## src/rtl/execute_stage.sv

```systemverilog
// Execute stage: single-cycle ALU plus a 33-cycle shift-add multiplier.
// Registers the memory-access stage's inputs and stalls decode while a
// multiply is iterating. Downstream sees bubbles during the multiply.
module execute_stage (
    input  logic        clk,
    input  logic        rst,
    input  logic        valid_i,
    output logic        stall_o,
    input  logic [3:0]  op_i,
    input  logic [31:0] a_i,
    input  logic [31:0] b_i,
    input  logic [31:0] store_data_i,
    input  logic        mem_read_i,
    input  logic        mem_write_i,
    input  logic        write_to_reg_i,
    input  logic [4:0]  dst_reg_i,
    output logic [31:0] adr,
    output logic [31:0] store_data,
    output logic        enable_read,
    output logic        enable_write,
    output logic        write_to_reg,
    output logic [4:0]  dst_reg
);

    localparam logic [3:0] OP_ADD   = 4'd0;
    localparam logic [3:0] OP_SUB   = 4'd1;
    localparam logic [3:0] OP_AND   = 4'd2;
    localparam logic [3:0] OP_OR    = 4'd3;
    localparam logic [3:0] OP_XOR   = 4'd4;
    localparam logic [3:0] OP_SLL   = 4'd5;
    localparam logic [3:0] OP_SRL   = 4'd6;
    localparam logic [3:0] OP_SRA   = 4'd7;
    localparam logic [3:0] OP_SLT   = 4'd8;
    localparam logic [3:0] OP_SLTU  = 4'd9;
    localparam logic [3:0] OP_MUL   = 4'd10;
    localparam logic [3:0] OP_MULHU = 4'd11;
    localparam logic [3:0] OP_PASSB = 4'd12;

    typedef enum logic [0:0] {IDLE, MUL_BUSY} state_t;

    // Everything that travels with an instruction besides its result.
    typedef struct packed {
        logic [31:0] store_data;
        logic        rd;
        logic        wr;
        logic        wtr;
        logic [4:0]  dst;
    } ctl_t;

    state_t      state, state_n;
    logic [4:0]  count, count_n;
    logic [31:0] mcand, mcand_n;
    logic [63:0] prod, prod_n;
    logic        sel_hi, sel_hi_n;
    ctl_t        ctl_q, ctl_n;
    ctl_t        out_q, out_n;
    logic [31:0] adr_n;
    logic [31:0] alu_res;
    logic [32:0] mul_sum;
    logic [63:0] mul_step;
    logic        stall_raw;
    logic        is_mul;
    ctl_t        ctl_in;

    assign is_mul = (op_i == OP_MUL) || (op_i == OP_MULHU);
    assign ctl_in = '{store_data: store_data_i, rd: mem_read_i, wr: mem_write_i,
                      wtr: write_to_reg_i, dst: dst_reg_i};

    // Single-cycle ALU; reserved opcodes produce 0.
    always_comb begin
        alu_res = '0;
        case (op_i)
            OP_ADD:   alu_res = a_i + b_i;
            OP_SUB:   alu_res = a_i - b_i;
            OP_AND:   alu_res = a_i & b_i;
            OP_OR:    alu_res = a_i | b_i;
            OP_XOR:   alu_res = a_i ^ b_i;
            OP_SLL:   alu_res = a_i << b_i[4:0];
            OP_SRL:   alu_res = a_i >> b_i[4:0];
            OP_SRA:   alu_res = $unsigned($signed(a_i) >>> b_i[4:0]);
            OP_SLT:   alu_res = {31'd0, $signed(a_i) < $signed(b_i)};
            OP_SLTU:  alu_res = {31'd0, a_i < b_i};
            OP_PASSB: alu_res = b_i;
            default:  alu_res = '0;
        endcase
    end

    // One shift-add iteration: conditional add into the high half keeping
    // the carry, which then becomes bit 63 after the right shift.
    always_comb begin
        mul_sum  = prod[0] ? ({1'b0, prod[63:32]} + {1'b0, mcand}) : {1'b0, prod[63:32]};
        mul_step = {mul_sum, prod[31:1]};
    end

    // Next-state and next-output logic; default is a bubble with state held.
    always_comb begin
        state_n   = state;
        count_n   = count;
        mcand_n   = mcand;
        prod_n    = prod;
        sel_hi_n  = sel_hi;
        ctl_n     = ctl_q;
        adr_n     = '0;
        out_n     = '0;
        stall_raw = 1'b0;
        case (state)
            IDLE: begin
                if (valid_i) begin
                    if (is_mul) begin
                        stall_raw = 1'b1;
                        mcand_n   = a_i;
                        prod_n    = {32'd0, b_i};
                        sel_hi_n  = (op_i == OP_MULHU);
                        ctl_n     = ctl_in;
                        count_n   = '0;
                        state_n   = MUL_BUSY;
                    end else begin
                        adr_n = alu_res;
                        out_n = ctl_in;
                    end
                end
            end
            MUL_BUSY: begin
                prod_n  = mul_step;
                count_n = count + 5'd1;
                if (count == 5'd31) begin
                    adr_n   = sel_hi ? mul_step[63:32] : mul_step[31:0];
                    out_n   = ctl_q;
                    state_n = IDLE;
                end else begin
                    stall_raw = 1'b1;
                end
            end
            default: state_n = IDLE;
        endcase
    end

    // Stall is suppressed while reset is asserted.
    assign stall_o = rst & stall_raw;

    // State and output registers with synchronous active-low reset.
    always_ff @(posedge clk) begin
        if (!rst) begin
            state  <= IDLE;
            count  <= '0;
            mcand  <= '0;
            prod   <= '0;
            sel_hi <= 1'b0;
            ctl_q  <= '0;
            out_q  <= '0;
            adr    <= '0;
        end else begin
            state  <= state_n;
            count  <= count_n;
            mcand  <= mcand_n;
            prod   <= prod_n;
            sel_hi <= sel_hi_n;
            ctl_q  <= ctl_n;
            out_q  <= out_n;
            adr    <= adr_n;
        end
    end

    assign store_data   = out_q.store_data;
    assign enable_read  = out_q.rd;
    assign enable_write = out_q.wr;
    assign write_to_reg = out_q.wtr;
    assign dst_reg      = out_q.dst;

endmodule

```

## config.mk

```make
export PLATFORM = sky130hd
export DESIGN_NAME = execute_stage
export DESIGN_NICKNAME = d
export VERILOG_FILES = /design/src/rtl/execute_stage.sv
export SDC_FILE = /design/constraint.sdc
export NUM_CORES = 1
export LEC_CHECK = 0
export ABC_AREA = 1
export BUFFER_PORTS_ARGS = -buffer_cell sky130_fd_sc_hd__buf_2
export CAP_MARGIN = 20
export CELL_PAD_IN_SITES_DETAIL_PLACEMENT = 0
export CELL_PAD_IN_SITES_GLOBAL_PLACEMENT = 1
export CORE_ASPECT_RATIO = 1.5
export CORE_MARGIN = 4
export CORE_UTILIZATION = 46
export CTS_BUF_LIST = sky130_fd_sc_hd__clkbuf_8
export DETAILED_ROUTE_END_ITERATION = 7
export PLACE_DENSITY = 0.95
export SYNTH_ARGS = -nofsm -noshare
export SYNTH_HDL_FRONTEND = slang
export SYNTH_SLANG_ARGS = --single-unit
```

## constraint.sdc

```tcl
create_clock -name clk -period 8 [get_ports clk]
set_input_delay 1.2 -clock clk [delete_from_list [all_inputs] [get_ports clk]]
set_output_delay 1.2 -clock clk [all_outputs]
set_load 0.01 [all_outputs]
```

# After elaboration in Yosys (flattened, before gate mapping)
# Index checks and enable logic that the tools add are counted.
[totals]
in_bits = 111
output_inout_bits = 73
regBits = 215
elab_cells = 70
[classes]
n_shift = 3
n_eq_ne = 15
order_cmp = 2
bitwise_logic = 5
mux = 21
n_addsub = 4
reduce_logical = 4
[op_table]
columns = ["op", "count"]
rows = [
  ["one-hot mux 32 bit (11 select lines)", 1],
  ["two-way mux 32 bit", 4],
  ["two-way mux 64 bit", 2],
  ["one-hot mux 64 bit (2 select lines)", 1],
  ["two-way mux 40 bit", 3],
  ["one-hot mux 40 bit (2 select lines)", 1],
  ["< comparator 32 bit", 2],
  ["one-hot mux 32 bit (2 select lines)", 1],
  ["adder 32 x 32 -> 33 bit", 1],
  ["two-way mux 33 bit", 1],
  ["adder 32 bit", 1],
  ["AND 32 bit", 1],
  ["bitwise OR 32 bit", 1],
  ["<< shifter 32 x 5 -> 32 bit", 1],
  ["right shift 32 x 5 -> 32 bit", 1],
  [">>> shifter 32 x 5 -> 32 bit", 1],
  ["subtractor 32 bit", 1],
  ["XOR 32 bit", 1],
  ["equality test 4 bit, second input constant", 5],
  ["equality test 4 x 3 -> 1 bit, second input constant", 4],
  ["two-way mux 5 bit", 2],
  ["one-hot mux 5 bit (2 select lines)", 1],
  ["equality test 4 x 2 -> 1 bit, second input constant", 2],
  ["adder 5 x 1 -> 5 bit, second input constant", 1],
  ["other kinds (11)", 14],
]

# Logic depth before layout (Yosys ltp)
[logic_depth]
depth_word = 6
mapped_depth = 19

# Least setup slack after synthesis
# OpenSTA, ideal clock, no wires.
[synth_timing]
path_type = "input port to output port"
from = "input op_i[3]"
to = "output stall_o"
path_stages = 8
path_slack_ns = 4.471
arrival_time_ns = 2.329
required_time_ns = 6.800
cell_sequence = "inv_2 nor2_1 nand3_1 nand2_1 inv_1 buf_2 buf_1 nor3_1"
[synth_via]
elab_chain_cells = 6
[synth_rtl]
columns = ["element", "line", "source"]
rows = [
  ["from (decl)", "9", "input logic [3:0] op_i,"],
  ["equality test 4 bit", "65", "assign is_mul = (op_i == OP_MUL) || (op_i == OP_MULHU);"],
  ["logical OR 1 bit (*)", "65", ""],
  ["two-way mux 1 bit (*)", "109", "if (is_mul) begin"],
  ["two-way mux 1 bit (*)", "108", "if (valid_i) begin"],
  ["one-hot mux 1 bit (2 select lines) (*)", "106", "case (state)"],
  ["AND 1 bit (*)", "139", "assign stall_o = rst & stall_raw;"],
  ["to (decl)", "8", "output logic stall_o,"],
]
# Mark *: on every way between the ends. The rest lies on a longest branch, timed or not.

# Worst setup path in the final report
# Same ends and word-level chain as after synthesis.

==> flow_summary.json <==
{
  "power.share.sequential_pct": 37.4,
  "cp_max_fo": 6,
  "yosysTopAreaCellShare_pct": 23.7,
  "critPathCaptureType": "output pin",
  "routedWlPerCell_um": 21.9,
  "die_x_um": 183,
  "port-buffer-count": 183,
  "cts_setup_buffers": 0,
  "largest_register_ffs": 64,
  "grt_pass1_vias": 24100,
  "intPower_mw": 1.84,
  "synth_async_sr_flop_share_pct": 0,
  "tns_ns": 0,
  "final.min_clock_period_ns": 4.12,
  "syn_nets": 4078,
  "drcViolationCount": 10,
  "power.leakage_nw": 12.1,
  "power_mw": 2.99,
  "swShare_pct": 38.6,
  "syn_inst": 3826,
  "peakVddDrop_v": 0.0000988,
  "synthDistinctLibCells": 42,
  "clock.fmax_ghz": 0.243,
  "root_buffer": "clkbuf_8",
  "vias_per_cell": 5.73,
  "gr-usage-all-layers_pct": 37.7,
  "cts_resized": 0,
  "gr-total-overflow": 0,
  "cp.arrival_ns": 2.92,
  "top_regs": "prod (64), ctl_q (40)",
  "totalWireLength_um": 98600,
  "relSlewSlack_pct": 35.5,
  "outcome": "finished, violations left",
  "fillers": 5232,
  "path_clk_slew_ns": 0.07,
  "syn2layout_area_growth_pct": 8.66,
  "grt_pass1_wl_um": 144000,
  "cap_violations": 0,
  "initial_core_util_pct": 46.3,
  "synth_edf_count": 0,
  "coreArea_um2": 45600,
  "grt_antenna_before_repair": 4,
  "synthFlopType": "dfxtp_1",
  "first_pass_iters": 8,
  "clk_latency_ns": 0.61,
  "cts_buffer_depth": 3,
  "cts_max_level": 1,
  "final_nets": 4145,
  "die_area_um2": 49500,
  "switching_power_mw": 1.15,
  "violations": "DRC",
  "fin_skew_ns": 0.0397,
  "largest-register": "prod",
  "ys_seq_area_share_pct": 20.4,
  "rsz0062_at_grt": "false",
  "cts_tree": "built",
  "final_max_slew_viol_count": 0,
  "setup_violations": 0,
  "worstHoldStart": "ctl_q[9]",
  "synth.most_common_cell": "nand2_1",
  "dieHeight_um": 271,
  "share_comb_of_total_power_pct": 31.7,
  "hold_buffers": 0,
  "yosysWarnings": 0,
  "ys_ff_latch": 215,
  "p_per_area_nw_per_um2": 130,
  "tightest_slew_ns": 0.964,
  "avgSynthCellArea_um2": 5.53,
  "placementRows": 96,
  "clock_sinks": 215,
  "r2r_start": "mcand[0]",
  "num_io_pins": 184,
  "startpoint": "op_i[3]",
  "place.gp.congestion": 1.06,
  "worstPathRequired_ns": 6.80,
  "final-hold-violation-count": 0,
  "post-route-period-util_pct": 51.5,
  "startpoint_type": "input port",
  "syn-cell-area_um2": 21100,
  "drtIter0Drc": 2462,
  "yosysTopAreaCell": "nand2_1",
  "drtAntennaViolNets": 0,
  "hpwl_um": 77800,
  "worstSetupPathType": "in2out",
  "grt_max_degree": 150,
  "netlist_top_cells_area": "nand2_1 24%, dfxtp_1 20%, nand3_1 12%, inv_1 8.4%, ha_1 8.2%",
  "drive_above_1_share_pct": 8.54,
  "clockPowerShare_pct": 30.9,
  "hold_path.class": "reg2reg",
  "cts-buffers-inserted": 29,
  "num_vias": 25800,
  "synth_common_cells": "1337 x nand2_1, 496 x nand3_1, 473 x inv_1"
}
-- cells in the final DEF, fill, tap and decap left out, drive strengths merged, types with 4 or more instances in the layout --
cell	instances
nand2	1341
nand3	496
inv	491
nor2	307
a21oi	266
dfxtp	215
buf	212
ha	138
o21ai	138
or2	48
clkbuf	37
nor3	36
o211ai	31
a31oi	25
nand4	23
o22ai	20
xor2	14
o21bai	11
a22oi	11
nand3b	8
and3	7
a211oi	5
and2	4
xnor2	4
nor4	4
-- metal layers --
layer | track usage (%) | wire (um) | up-vias
met5 | 0 | 0 | -
met1 | 43.7 | 36200 | 11800
met4 | 30.3 | 9990 | 0
li1 | - | - | 12400
met3 | 3.70 | 7060 | 356
met2 | 62.7 | 45400 | 1289
-- kinds of logic after synthesis --
| family | synth area share [%] |
|---|---|
| compound gates | 13.3 |
| xor+xnor | 0.746 |
| fa+ha+maj | 8.45 |
| buf+inv | 12.1 |
| flops | 20.4 |
| mux | 0.0947 |
| simple gates | 44.9 |
-- critical path, cell delays in order --
cell	delay, ns
buf_2	0.20
inv_2	0.06
nor2_1	0.17
nand3_1	0.34
nand2_1	0.46
inv_2	0.08
nor3_1	0.20
buf_2	0.19
-- power groups by stage --
stage / sequential [mW] / combinational (mW) / clock [mW]
final: 1.12 / 0.948 / 0.924
after global routing: 1.12 / 1.02 / 0.977
after CTS: 1.12 / 0.917 / 0.940
after detailed placement: 1.14 / 0.913 / 0
after global placement: 1.14 / 0.913 / 0
after floorplan: 1.14 / 0.568 / 0
-- metrics by stage --
step	cell area (um^2)	utilization [%]	instances	setup WS, ns	hold slack [ns]
4_1_cts	23000	50.3	4501	3.92	0.464
6_report	23000	50.3	4503	3.88	0.458
2_1_floorplan	21100	-	3826	4.47	0.442
5_1_grt	23000	50.3	4502	3.78	0.478
3_3_place_gp	22300	48.8	4448	3.76	0.450
3_5_place_dp	22300	48.9	4450	3.75	0.451
-- area by class of cell --
cell class	count	area, um^2	area share (%)
Antenna cell	2	5.00	0.0218
Clock inverter	14	121	0.528
Multi-Input combinational cell	2951	14300	62.2
Clock buffer	37	509	2.22
Tap cell	588	736	3.20
Inverter	484	1820	7.92
Sequential cell	215	4310	18.7
Timing Repair Buffer	212	1190	5.16
-- path summary, 6_finish.rpt --
check                                endpoint  slack [ns]  cells after the start
worst max-delay path                  stall_o        3.88                      8
worst min-delay path            store_data[1]        0.46                      2
worst max register to register        adr[29]        5.14                     14
worst min register to register  store_data[1]        0.46                      2
Note: power is estimated with default switching activity, not from simulation.
